--- config.mk ---
export PLATFORM = sky130hd
export DESIGN_NAME = ccff_chain_loader_flat
export DESIGN_NICKNAME = d
export VERILOG_FILES = /design/src/rtl/ccff_loader_pkg.sv /design/src/rtl/ccff_chain_loader_if.sv /design/src/rtl/ccff_clk_gate.sv /design/src/rtl/sky130_fd_sc_hd__dlclkp.sv /design/src/rtl/ccff_chain_loader.sv /design/src/flat_wrapper.sv
export SDC_FILE = /design/constraint.sdc
export NUM_CORES = 1
export LEC_CHECK = 0
export ABC_AREA = 0
export CAP_MARGIN = 20
export CORE_MARGIN = 8
export CORE_UTILIZATION = 60
export CTS_CLUSTER_DIAMETER = 200
export DETAILED_ROUTE_END_ITERATION = 10
export GPL_TIMING_DRIVEN = 0
export MAX_ROUTING_LAYER = met4
export PLACE_DENSITY = 0.82
export SKIP_CTS_REPAIR_TIMING = 1
export SLEW_MARGIN = 0
export SYNTH_ARGS = -nofsm -noshare
export SYNTH_HDL_FRONTEND = slang
export SYNTH_SLANG_ARGS = --single-unit
--- constraint.sdc ---
create_clock -name prog_clk -period 5.85 [get_ports prog_clk]
set_input_delay 1.4625 -clock prog_clk [delete_from_list [all_inputs] [get_ports prog_clk]]
set_output_delay 1.4625 -clock prog_clk [all_outputs]
set_load 0.005 [all_outputs]
--- src/rtl/ccff_loader_pkg.sv ---
// Shared types and defaults for the configuration-chain loader.
// Pure declarations: no latency, no flow control.
package ccff_loader_pkg;

  localparam int CCFF_CHAIN_LEN_DEF = 1024;
  localparam int CCFF_WORD_W_DEF    = 8;

  typedef enum logic [2:0] {
    ST_IDLE,
    ST_FETCH,
    ST_SHIFT,
    ST_DRAIN,
    ST_DONE
  } ccff_ld_state_t;

  function automatic int unsigned ccff_min(input int unsigned a, input int unsigned b);
    return (a < b) ? a : b;
  endfunction

endpackage

--- src/rtl/ccff_chain_loader_if.sv ---
// Host bitstream word handshake (valid/ready) plus the readback word pulse.
// Readback has no backpressure: the host must take rb_data whenever rb_valid is high.
interface ccff_chain_loader_if
  import ccff_loader_pkg::*;
#(
  parameter int WORD_W = CCFF_WORD_W_DEF
);
  logic [WORD_W-1:0] cfg_data;
  logic              cfg_valid;
  logic              cfg_ready;
  logic [WORD_W-1:0] rb_data;
  logic              rb_valid;

  modport master (output cfg_data, cfg_valid, input cfg_ready, rb_data, rb_valid);
  modport slave  (input cfg_data, cfg_valid, output cfg_ready, rb_data, rb_valid);
endinterface

--- src/rtl/ccff_clk_gate.sv ---
// Gated programming clock for the configuration chain; a pulse appears on each
// prog_clk rising edge that follows a cycle with en_q high. No flow control.
module ccff_clk_gate (
  input  logic prog_clk,
  input  logic en_q,
  output logic ccff_prog_clk
);
  sky130_fd_sc_hd__dlclkp u_icg (
    .CLK  (prog_clk),
    .GATE (en_q),
    .GCLK (ccff_prog_clk)
  );
endmodule

--- src/rtl/sky130_fd_sc_hd__dlclkp.sv ---
// Behavioural model of the latch-based clock-gating cell; the enable is captured while CLK is low.
// Combinational output, so GCLK follows CLK in the same delta as the root edge.
module sky130_fd_sc_hd__dlclkp (
  input  logic CLK,
  input  logic GATE,
  output logic GCLK
);
  logic gate_l;

  always_latch begin
    if (!CLK) gate_l <= GATE;
  end

  assign GCLK = CLK & gate_l;
endmodule

--- src/rtl/ccff_chain_loader.sv ---
// Serializes host words LSB-first into the ccff chain and packs the bits leaving ccff_tail into readback words.
// Word accepted at edge A reaches the chain at A+2..A+n+1; host stalls simply freeze the gated clock.
module ccff_chain_loader
  import ccff_loader_pkg::*;
#(
  parameter int CHAIN_LEN = CCFF_CHAIN_LEN_DEF,
  parameter int WORD_W    = CCFF_WORD_W_DEF,
  parameter int CNT_W     = $clog2(CHAIN_LEN + 1)
) (
  input  logic                prog_clk,
  input  logic                prog_rst_n,
  input  logic                start,
  input  logic                ccff_tail,
  output logic                ccff_head,
  output logic                ccff_prog_clk,
  output logic                busy,
  output logic                done,
  ccff_chain_loader_if.slave  cfg
);
  localparam int NB_W = $clog2(WORD_W + 1);

  ccff_ld_state_t    state;
  logic [WORD_W-1:0] shreg;
  logic [NB_W-1:0]   nbits;
  logic [CNT_W-1:0]  count;
  logic [CNT_W-1:0]  rb_cnt;
  logic [WORD_W-1:0] pk_data;
  logic [NB_W-1:0]   pk_idx;
  logic [WORD_W-1:0] rb_data_q;
  logic              rb_valid_q;
  logic              ready_q;
  logic              busy_q;
  logic              done_q;
  logic              head_q;
  logic              en_q;

  logic [CNT_W-1:0]  rem;
  logic [WORD_W-1:0] pk_next;

  assign rem     = CNT_W'(CHAIN_LEN) - count;
  assign pk_next = pk_data | (WORD_W'(ccff_tail) << pk_idx);

  always_ff @(posedge prog_clk or negedge prog_rst_n) begin
    if (!prog_rst_n) begin
      state      <= ST_IDLE;
      shreg      <= '0;
      nbits      <= '0;
      count      <= '0;
      rb_cnt     <= '0;
      pk_data    <= '0;
      pk_idx     <= '0;
      rb_data_q  <= '0;
      rb_valid_q <= 1'b0;
      ready_q    <= 1'b0;
      busy_q     <= 1'b0;
      done_q     <= 1'b0;
      head_q     <= 1'b0;
      en_q       <= 1'b0;
    end else begin
      rb_valid_q <= 1'b0;

      // en_q high means this edge is a chain shift edge: ccff_tail still holds the pre-edge bit.
      if (en_q) begin
        rb_cnt <= rb_cnt + 1'b1;
        if (pk_idx == NB_W'(WORD_W - 1) || 32'(rb_cnt) == CHAIN_LEN - 1) begin
          rb_data_q  <= pk_next;
          rb_valid_q <= 1'b1;
          pk_data    <= '0;
          pk_idx     <= '0;
        end else begin
          pk_data <= pk_next;
          pk_idx  <= pk_idx + 1'b1;
        end
      end

      case (state)
        ST_IDLE, ST_DONE: begin
          if (start) begin
            state   <= ST_FETCH;
            ready_q <= 1'b1;
            busy_q  <= 1'b1;
            done_q  <= 1'b0;
            count   <= '0;
            rb_cnt  <= '0;
            pk_data <= '0;
            pk_idx  <= '0;
          end
        end
        ST_FETCH: begin
          en_q <= 1'b0;
          if (cfg.cfg_valid) begin
            shreg   <= cfg.cfg_data;
            nbits   <= NB_W'(ccff_min(WORD_W, 32'(rem)));
            ready_q <= 1'b0;
            state   <= ST_SHIFT;
          end
        end
        ST_SHIFT: begin
          head_q <= shreg[0];
          en_q   <= 1'b1;
          shreg  <= shreg >> 1;
          count  <= count + 1'b1;
          nbits  <= nbits - 1'b1;
          // Bits of a partial final word beyond nbits are never shifted out.
          if (nbits == NB_W'(1)) begin
            if (32'(count) + 1 < CHAIN_LEN) begin
              state   <= ST_FETCH;
              ready_q <= 1'b1;
            end else begin
              state <= ST_DRAIN;
            end
          end
        end
        ST_DRAIN: begin
          en_q   <= 1'b0;
          busy_q <= 1'b0;
          done_q <= 1'b1;
          state  <= ST_DONE;
        end
        default: state <= ST_IDLE;
      endcase
    end
  end

  ccff_clk_gate u_clk_gate (
    .prog_clk      (prog_clk),
    .en_q          (en_q),
    .ccff_prog_clk (ccff_prog_clk)
  );

  assign ccff_head     = head_q;
  assign busy          = busy_q;
  assign done          = done_q;
  assign cfg.cfg_ready = ready_q;
  assign cfg.rb_data   = rb_data_q;
  assign cfg.rb_valid  = rb_valid_q;
endmodule

--- src/flat_wrapper.sv ---
// flat-port wrapper written by rule: the top's interface ports become plain ports
module ccff_chain_loader_flat import ccff_loader_pkg::*;
#(
  parameter int CHAIN_LEN = CCFF_CHAIN_LEN_DEF,
  parameter int WORD_W    = CCFF_WORD_W_DEF,
  parameter int CNT_W     = $clog2(CHAIN_LEN + 1)
)
  (prog_clk, prog_rst_n, start, ccff_tail, ccff_head, ccff_prog_clk, busy, done, cfg_cfg_data, cfg_cfg_valid, cfg_cfg_ready, cfg_rb_data, cfg_rb_valid);
  ccff_chain_loader_if #(.WORD_W(WORD_W)) cfg_i ();
  input  logic prog_clk;
  input  logic prog_rst_n;
  input  logic start;
  input  logic ccff_tail;
  output logic ccff_head;
  output logic ccff_prog_clk;
  output logic busy;
  output logic done;
  input wire logic [$bits(cfg_i.cfg_data)-1:0] cfg_cfg_data;
  input wire logic [$bits(cfg_i.cfg_valid)-1:0] cfg_cfg_valid;
  output wire logic [$bits(cfg_i.cfg_ready)-1:0] cfg_cfg_ready;
  output wire logic [$bits(cfg_i.rb_data)-1:0] cfg_rb_data;
  output wire logic [$bits(cfg_i.rb_valid)-1:0] cfg_rb_valid;
  assign cfg_i.cfg_data = cfg_cfg_data;
  assign cfg_i.cfg_valid = cfg_cfg_valid;
  assign cfg_cfg_ready = cfg_i.cfg_ready;
  assign cfg_rb_data = cfg_i.rb_data;
  assign cfg_rb_valid = cfg_i.rb_valid;
  ccff_chain_loader #(.CHAIN_LEN(CHAIN_LEN), .WORD_W(WORD_W), .CNT_W(CNT_W)) u_core (.prog_clk(prog_clk), .prog_rst_n(prog_rst_n), .start(start), .ccff_tail(ccff_tail), .ccff_head(ccff_head), .ccff_prog_clk(ccff_prog_clk), .busy(busy), .done(done), .cfg(cfg_i));
endmodule
==> results.md, run 1 <==
- After the first detailed-routing iteration, the DRC count stood at 131.
- The worst path arrival time is 4000 ps.
- The startpoint of the lowest-slack hold path is u_core.cfg.rb_data[2].
- The endpoint identified for the worst register-to-register timing path is u_core.u_clk_gate.u_icg.gate_l.
- The maximum cell stage delay along the critical path is 380 ps.
- The total wirelength of the detailed-routed design is 6940 um.
- The area growth from synthesis to layout is 19.8%.
- The transition at the pin with the smallest max-transition slack is 790 ps.
- The share of async-settable or async-resettable flops after synthesis is 98.4%.
- The initial antenna violation count is 0.
- In this run the worst path has a maximum fanout of 1.
- The synthesized cell area is 0.00318 mm^2.
- The floorplan has 26 rows.
- After clock tree synthesis, the clock-pin slew on the worst setup and hold paths is 70 ps.
- The count of final hold-check violations came to 0.
- The final net count is 406.
- The die span in x is 88.8 um.
- The finished layout holds 462 standard cells, fillers aside.
- The cell count of the worst reg-to-reg path is 0.
- Setup violations remaining at the end of the flow were counted as 0.
- The launch point of the worst reg-to-reg path is u_core.en_q.
- Setup repair after global routing left no endpoint under its margin.
- The largest net degree at the start of global routing is 36.
- The classification of the worst setup path is latch to primary output.
- The ratio of cells with drive above 1 in the final layout is 8.42%.
- The placed cell count is 443.
- The clock skew is 8.28 ps.
- The number of detailed-routing iterations run before antenna repair is 4.
- Ranked by total cell area, the synthesized netlist is headed by dfrtp_1, nand2_1, nor2_1.
- The total I/O pin count is 27.
- The number of slew-limit violations in the final report is 0.
- At the end of routability-driven placement, the weighted congestion stood at 0.913.
- The path with the worst hold slack has its endpoint at u_core.cfg.rb_data[2].
- The via count of the first global-routing pass is 2494.
- The class of the most critical hold timing path is register to register.
- The critical path goes through and2_1 > dlymetal6s2s_1.
- The analysis attributes to cell leakage a power of 0.00173 uW.
- In this run the tightest slew margin relative to its limit is 47.4%.
- Detailed placement ended at an HPWL of 4700 um.
- Clock latency on the worst-skew pair, taken at its later pin, is 450 ps.
- The number of input and output port buffers inserted is 26.
- In the synthesized netlist the dominant register cell turns out to be dfrtp_1.
- The number of cells produced by synthesis is 346.
- The die covers 0.00788 mm^2.
- The number of nets with antenna violations after detailed routing is 0.
- The initial core utilization is 62.2%.
- The synthesized design spends more area on one cell type than any other, namely dfrtp_1.
- The max-capacitance violation count is 0.
- For the worst setup path, the data required time is 4390 ps.
- The top cell type's share of synthesized area is 49.6%.
- Synthesis produced a netlist with a net count of 365.
- The library cells used most frequently in the layout, excluding fill and tap cells, are dfrtp_1, nand2_1, nor2_1.
- The total overflow left after global routing is 0.
- The clock tree from TritonCTS is done.
- The setup check on the worst reg-to-reg path leaves a slack of 2510 ps.
- The mean cell area of the mapped netlist is 9.19 um^2.
- From bottom edge to top edge, the die measures 88.8 um.
- The aggregate negative setup slack is 0 ps.
- STA classifies the critical path startpoint as a latch.
- Synthesis inferred 64 register bits.
- The number of flops mapped to enable cells by yosys is 0.
- The final-layout fill cell count is 380.
- The count of different cell masters after synthesis is 48.
- The critical path's slowest cell is dlxtn_1.
- The via count of the routed design is 2610.
- The antenna cell count is 0.
- After detailed routing, the number of remaining DRC violations is 0.
- The worst setup path is captured at a primary output.
- The highest ir drop seen on vdd is 0.411 mV.
- For this run, the total global-route usage over all layers was measured as 20.3%.
- The number of instances on the worst hold path is 2.
- Counting both buffers and inverters, the worst setup path holds a total of 1.
- The core area is 0.00511 mm^2.
- The most common library cell in the layout ignoring fill and taps is dfrtp_1.
- Dividing the detail-routed via count by the number of cells gives 5.65.
- For this design the ratio of total power to cell area is 470 mW/mm^2.
- The warning count from the yosys run is 0.
- The flow ran to the end, and the final reports show no timing, DRC or antenna violations.
- The routed length per placed instance is 15.0 um.
- The first-pass GRT wire length is 11600 um.
- The category of cells accounting for the largest share of critical-path delay is latches.
==> through the flow <==
step | area [um^2] | setup slack (ps) | hold slack [ps] | utilization (%) | power [uW]
2_1_floorplan | 3180 | 981 | 439 | - | 1070
3_3_place_gp | 3530 | 517 | 461 | 69.1 | 1270
3_5_place_dp | 3540 | 517 | 466 | 69.4 | 1310
4_1_cts | 3800 | -25.5 | 482 | 74.5 | 1800
5_1_grt | 3810 | 330 | 499 | 74.5 | 1910
6_report | 3810 | 387 | 477 | 74.5 | 1790
==> kinds of logic (layout without fill, tap and decap cells) <==
group | Yosys count | after routing | share of synthesized area [%]
simple gates | 154 | 154 | 22.9
compound gates | 68 | 68 | 13.2
flops | 63 | 63 | 49.6
buf+inv | 31 | 77 | 4.92
xor+xnor | 17 | 17 | 4.68
fa+ha+maj | 6 | 6 | 2.36
mux | 6 | 6 | 1.93
latches | 1 | 1 | 0.472
==> where the power goes <==
part / switching, uW / leakage (uW) / internal (uW)
clock: 191 / 0.000149 / 301
combinational: 349 / 0.000751 / 280
sequential: 100 / 0.000826 / 569
==> metal layers <==
metal	wire length, um	up-vias	global-route usage, %
met2	3410	72	30.5
met5	0	-	-
li1	-	1283	-
met4	116	0	10.1
met3	361	11	6.04
met1	3050	1244	24.1
==> sequential cells by signal, summed over array words and instances (netlist names), 3 cells and up <==
signal,flops
u_core.pk_data,8
u_core.count,11
u_core.pk_idx,4
u_core.rb_cnt,11
u_core.nbits,4
u_core.state,3
u_core.cfg.rb_data,8
u_core.shreg,8
==> Yosys cell counts (2+ instances only) <==
master    number
a21o_1         2
buf_6          4
a31oi_1       11
nand3b_1       2
xor2_1         9
buf_4          2
xnor2_1        8
nand4_1        9
buf_2          2
nand2b_1       4
mux2i_1        5
nor3b_1        4
nor3_1        13
o21ai_0       22
dfrtp_1       63
inv_1         13
or4_4          2
nand2_1       49
and4b_1        2
clkbuf_1       9
nor2_1        49
ha_1           6
nor2b_1        2
nand3_1        8
a21oi_1       19
o31ai_1        2
and3_1         4
==> final cells by class <==
type                            count  area, um^2  share of cell area [%]
Timing Repair Buffer               26         265                    6.97
Clock inverter                      5        80.1                    2.10
Inverter                           13        48.8                    1.28
Buffer                             18         108                    2.83
Multi-Input combinational cell    251        1430                    37.6
Sequential cell                    64        1590                    41.8
Tap cell                           70        87.6                    2.30
Clock buffer                       15         195                    5.13
==> worst max-delay path by stage <==
stage / start / end / slack (ps) / cells past startpoint
floorplan: u_core.u_clk_gate.u_icg.gate_l / ccff_prog_clk / 980 / 1
global placement: u_core.u_clk_gate.u_icg.gate_l / ccff_prog_clk / 520 / 2
detailed placement: u_core.u_clk_gate.u_icg.gate_l / ccff_prog_clk / 520 / 2
CTS: u_core.u_clk_gate.u_icg.gate_l / ccff_prog_clk / -30 / 2
global route: u_core.u_clk_gate.u_icg.gate_l / ccff_prog_clk / 330 / 2
finish: u_core.u_clk_gate.u_icg.gate_l / ccff_prog_clk / 390 / 2
Note: power is estimated with default switching activity, not from simulation.
==> run 2, diff against run 1 <==
--- a/config.mk
+++ b/config.mk
@@ -8,12 +8,12 @@
 export ABC_AREA = 0
 export CAP_MARGIN = 20
 export CORE_MARGIN = 8
-export CORE_UTILIZATION = 60
+export CORE_UTILIZATION = 50
 export CTS_CLUSTER_DIAMETER = 200
 export DETAILED_ROUTE_END_ITERATION = 10
 export GPL_TIMING_DRIVEN = 0
 export MAX_ROUTING_LAYER = met4
-export PLACE_DENSITY = 0.82
+export PLACE_DENSITY = 0.7
 export SKIP_CTS_REPAIR_TIMING = 1
 export SLEW_MARGIN = 0
 export SYNTH_ARGS = -nofsm -noshare
==> run 2 against run 1 <==
Against the previous run: clock power fell by 7.3%; cell area shrank 0.62%; largest cell class unchanged; sequential share of layout area grew 0.26 points; critical path type unchanged; worst hold slack worse by 5.1 ps; critical endpoint unchanged; register-to-register slack is essentially flat; combinational power fell by 2%; clock-buffer cell count unchanged; die area up 16%; non-clock buffer count shrank 1; clock skew fell by 4.2 ps.
==> results.md, run 2 (synthesized netlist as in run 1, its figures left out) <==
- The worst max-slew margin expressed relative to the limit was 47.3% (-0.075 points).
- The non-filler instance count after layout is 468 (+1.3%).
- The core area was 0.00624 mm^2 (+22%).
- The post-detailed-route DRC marker count was 0 (unchanged).
- The total grt overflow is 0 (unchanged).
- The number of slew-limit violations in the final report is 0 (unchanged).
- The leakage power of the design is 0.00171 uW (-0.74%).
- The max-capacitance violation count is 0 (unchanged).
- The count of final hold-check violations was 0 (unchanged).
- The critical path's slowest cell is dlxtn_1.
- The initial antenna violation count came to 0 (unchanged).
- The run finished with clean final reports.
- The placer's final routability congestion estimate was 0.857 (-6.2%).
- The clock network latency to the later pin of the worst-skew pair is 450 ps (about the same).
- The highest ir drop seen on vdd is 0.274 mV (-33%).
- The wire length on met1 was 3170 um (+4.0%).
- The sort of element at the start of the critical path is a latch.
- TritonCTS built the clock tree.
- The post-placement cell area is 0.00353 mm^2 (-0.25%).
- The global routing usage summed across all routing layers was 16.6% (-3.7 points).
- The initial core utilization was 50.9% (-11 points).
- The classification of the worst setup path is latch to primary output.
- The placed cell count is 449 (+1.4%).
- The count of final setup violators is 0 (unchanged).
- The clock skew came to 4.13 ps (-4.16 ps).
- The number of input and output port buffers inserted was 26 (unchanged).
- The launch point of the worst reg-to-reg path is u_core.en_q.
- The class of the most critical hold timing path is register to register.
- The worst path arrival time is 3980 ps (-20 ps).
- The via count of the routed design was 2623 (+0.50%).
- In this run the top signal layer used is met4.
- The detailed placement HPWL is 4510 um (-3.9%).
- The total area of multi-input combinational cells is 0.00143 mm^2 (unchanged).
- The total area of sequential cells came to 0.00159 mm^2 (unchanged).
- The power density over the cells was 461 mW/mm^2 (-2.0%).
- The die extent in y is 95.7 um (+7.8%).
- The number of rows in the core area is 29 (+12%).
- The summed area of non-filler cells in the final layout is 0.00378 mm^2 (-0.62%).
- The wire length on met3 came to 404 um (+12%).
- The maximum cell stage delay along the critical path is 380 ps (about the same).
- The ratio of cells with drive above 1 in the final layout is 8.44% (+0.022 points).
- The highest fanout seen on the critical path was 1 (unchanged).
- The transition at the pin with the smallest max-transition slack was 791 ps (+1.12 ps).
- In this run the most critical hold path is launched from u_core.shreg[0].
- The data required time at the worst endpoint was 4390 ps (about the same).
- The most common library cell in the layout ignoring fill and taps is dfrtp_1.
- The first-pass GRT wire length came to 11400 um (-1.7%).
- The largest net degree at the start of global routing is 64 (+78%).
- The die span in x is 95.7 um (+7.8%).
- The register-to-register setup slack was 2510 ps (about the same).
- The die footprint was 0.00917 mm^2 (+16%).
- The routed length on met2 was 3160 um (-7.5%).
- The clock-pin slew on the worst setup and hold paths was 70 ps (about the same).
- The worst setup path is captured at a primary output.
- The final net count was 405 (-0.25%).
- The total wirelength of the detailed-routed design is 6870 um (-1.0%).
- In the layout the commonest cells are dfrtp_1, nand2_1, nor2_1.
- The per-cell via count in the routed design is 5.60 (-0.79%).
- The area growth from synthesis to layout is 19.0%.
- The number of nets with antenna violations after detailed routing was 0 (unchanged).
- The largest registers in the layout are u_core.count: 11 flops, u_core.rb_cnt: 11 flops.
- Traced cell by cell, the critical path runs through and2_1 > dlymetal6s2s_1.
- The via count of the first global-routing pass is 2450 (-1.8%).
- The total I/O pin count is 27 (unchanged).
- Setup repair after global routing left no endpoint under its margin.
- The cell count of the worst reg-to-reg path is 0 (unchanged).
- The routed length per placed instance is 14.7 um (-2.3%).
- The iteration-0 DRC count of the detailed router came to 116 (-11%).
- The number of instances on the worst hold path is 2 (unchanged).
- The number of detailed-routing iterations run before antenna repair is 4 (unchanged).
- The aggregate negative setup slack is 0 ps (unchanged).
- The final-layout fill cell count is 530 (+39%).
- The antenna cell count is 0 (unchanged).
- For hold timing, the worst endpoint is u_core.ccff_head.
- The capture instance of the worst register-to-register path is u_core.u_clk_gate.u_icg.gate_l.
[run 2: changes by cell type in the layout (fill, tap and decap cells not counted), sizes merged]
cell,previous run,this run
bufinv,2,1
clkinv,1,2
buf,11,10
[run 2: through the flow]
step / util [%] / setup slack, ps / power (uW) / hold WS, ps
after CTS: 60.6 / 11.2 / 1750 / 484
after global routing: 60.6 / 367 / 1860 / 497
after global placement: 56.7 / 514 / 1280 / 459
final: 60.6 / 411 / 1740 / 472
after floorplan: - / 981 / 1070 / 439
after detailed placement: 56.6 / 515 / 1300 / 467
[run 2: worst max-delay path by stage]
stage                                        start             to  slack, ps  cells after the start
floorplan           u_core.u_clk_gate.u_icg.gate_l  ccff_prog_clk        980                      1
CTS                 u_core.u_clk_gate.u_icg.gate_l  ccff_prog_clk         10                      2
finish              u_core.u_clk_gate.u_icg.gate_l  ccff_prog_clk        410                      2
detailed placement  u_core.u_clk_gate.u_icg.gate_l  ccff_prog_clk        520                      2
global route        u_core.u_clk_gate.u_icg.gate_l  ccff_prog_clk        370                      2
global placement    u_core.u_clk_gate.u_icg.gate_l  ccff_prog_clk        510                      2
[run 2: metal layers]
metal  GRT usage [%]  vias up
met3            5.69       14
met4            8.19        0
met1            20.2     1258
met5               -        -
li1                -     1284
met2            24.0       67
[run 2: cell type report]
cell class,count,share of cell area [%]
flip-flops and latches,64,42.1
well taps,77,2.55
clock buffers,15,5.42
plain buffers,18,2.84
multi-input cells,251,37.8
clock inverters,5,1.46
repair buffers,25,6.55
inverters,13,1.29
[run 2: power breakdown]
part	internal (uW)	leakage (uW)	switching [uW]	total, uW
Combinational	277	0.000743	341	618
Clock	268	0.000145	188	456
Sequential	569	0.000826	100	670
Total	1110	0.00171	629	1740
[run 2: critical path: cells and delay by family (launching register included)]
family / cells / cell delay (ps)
simple gates: 1 / 100
buf+inv: 1 / 120
latches: 1 / 380
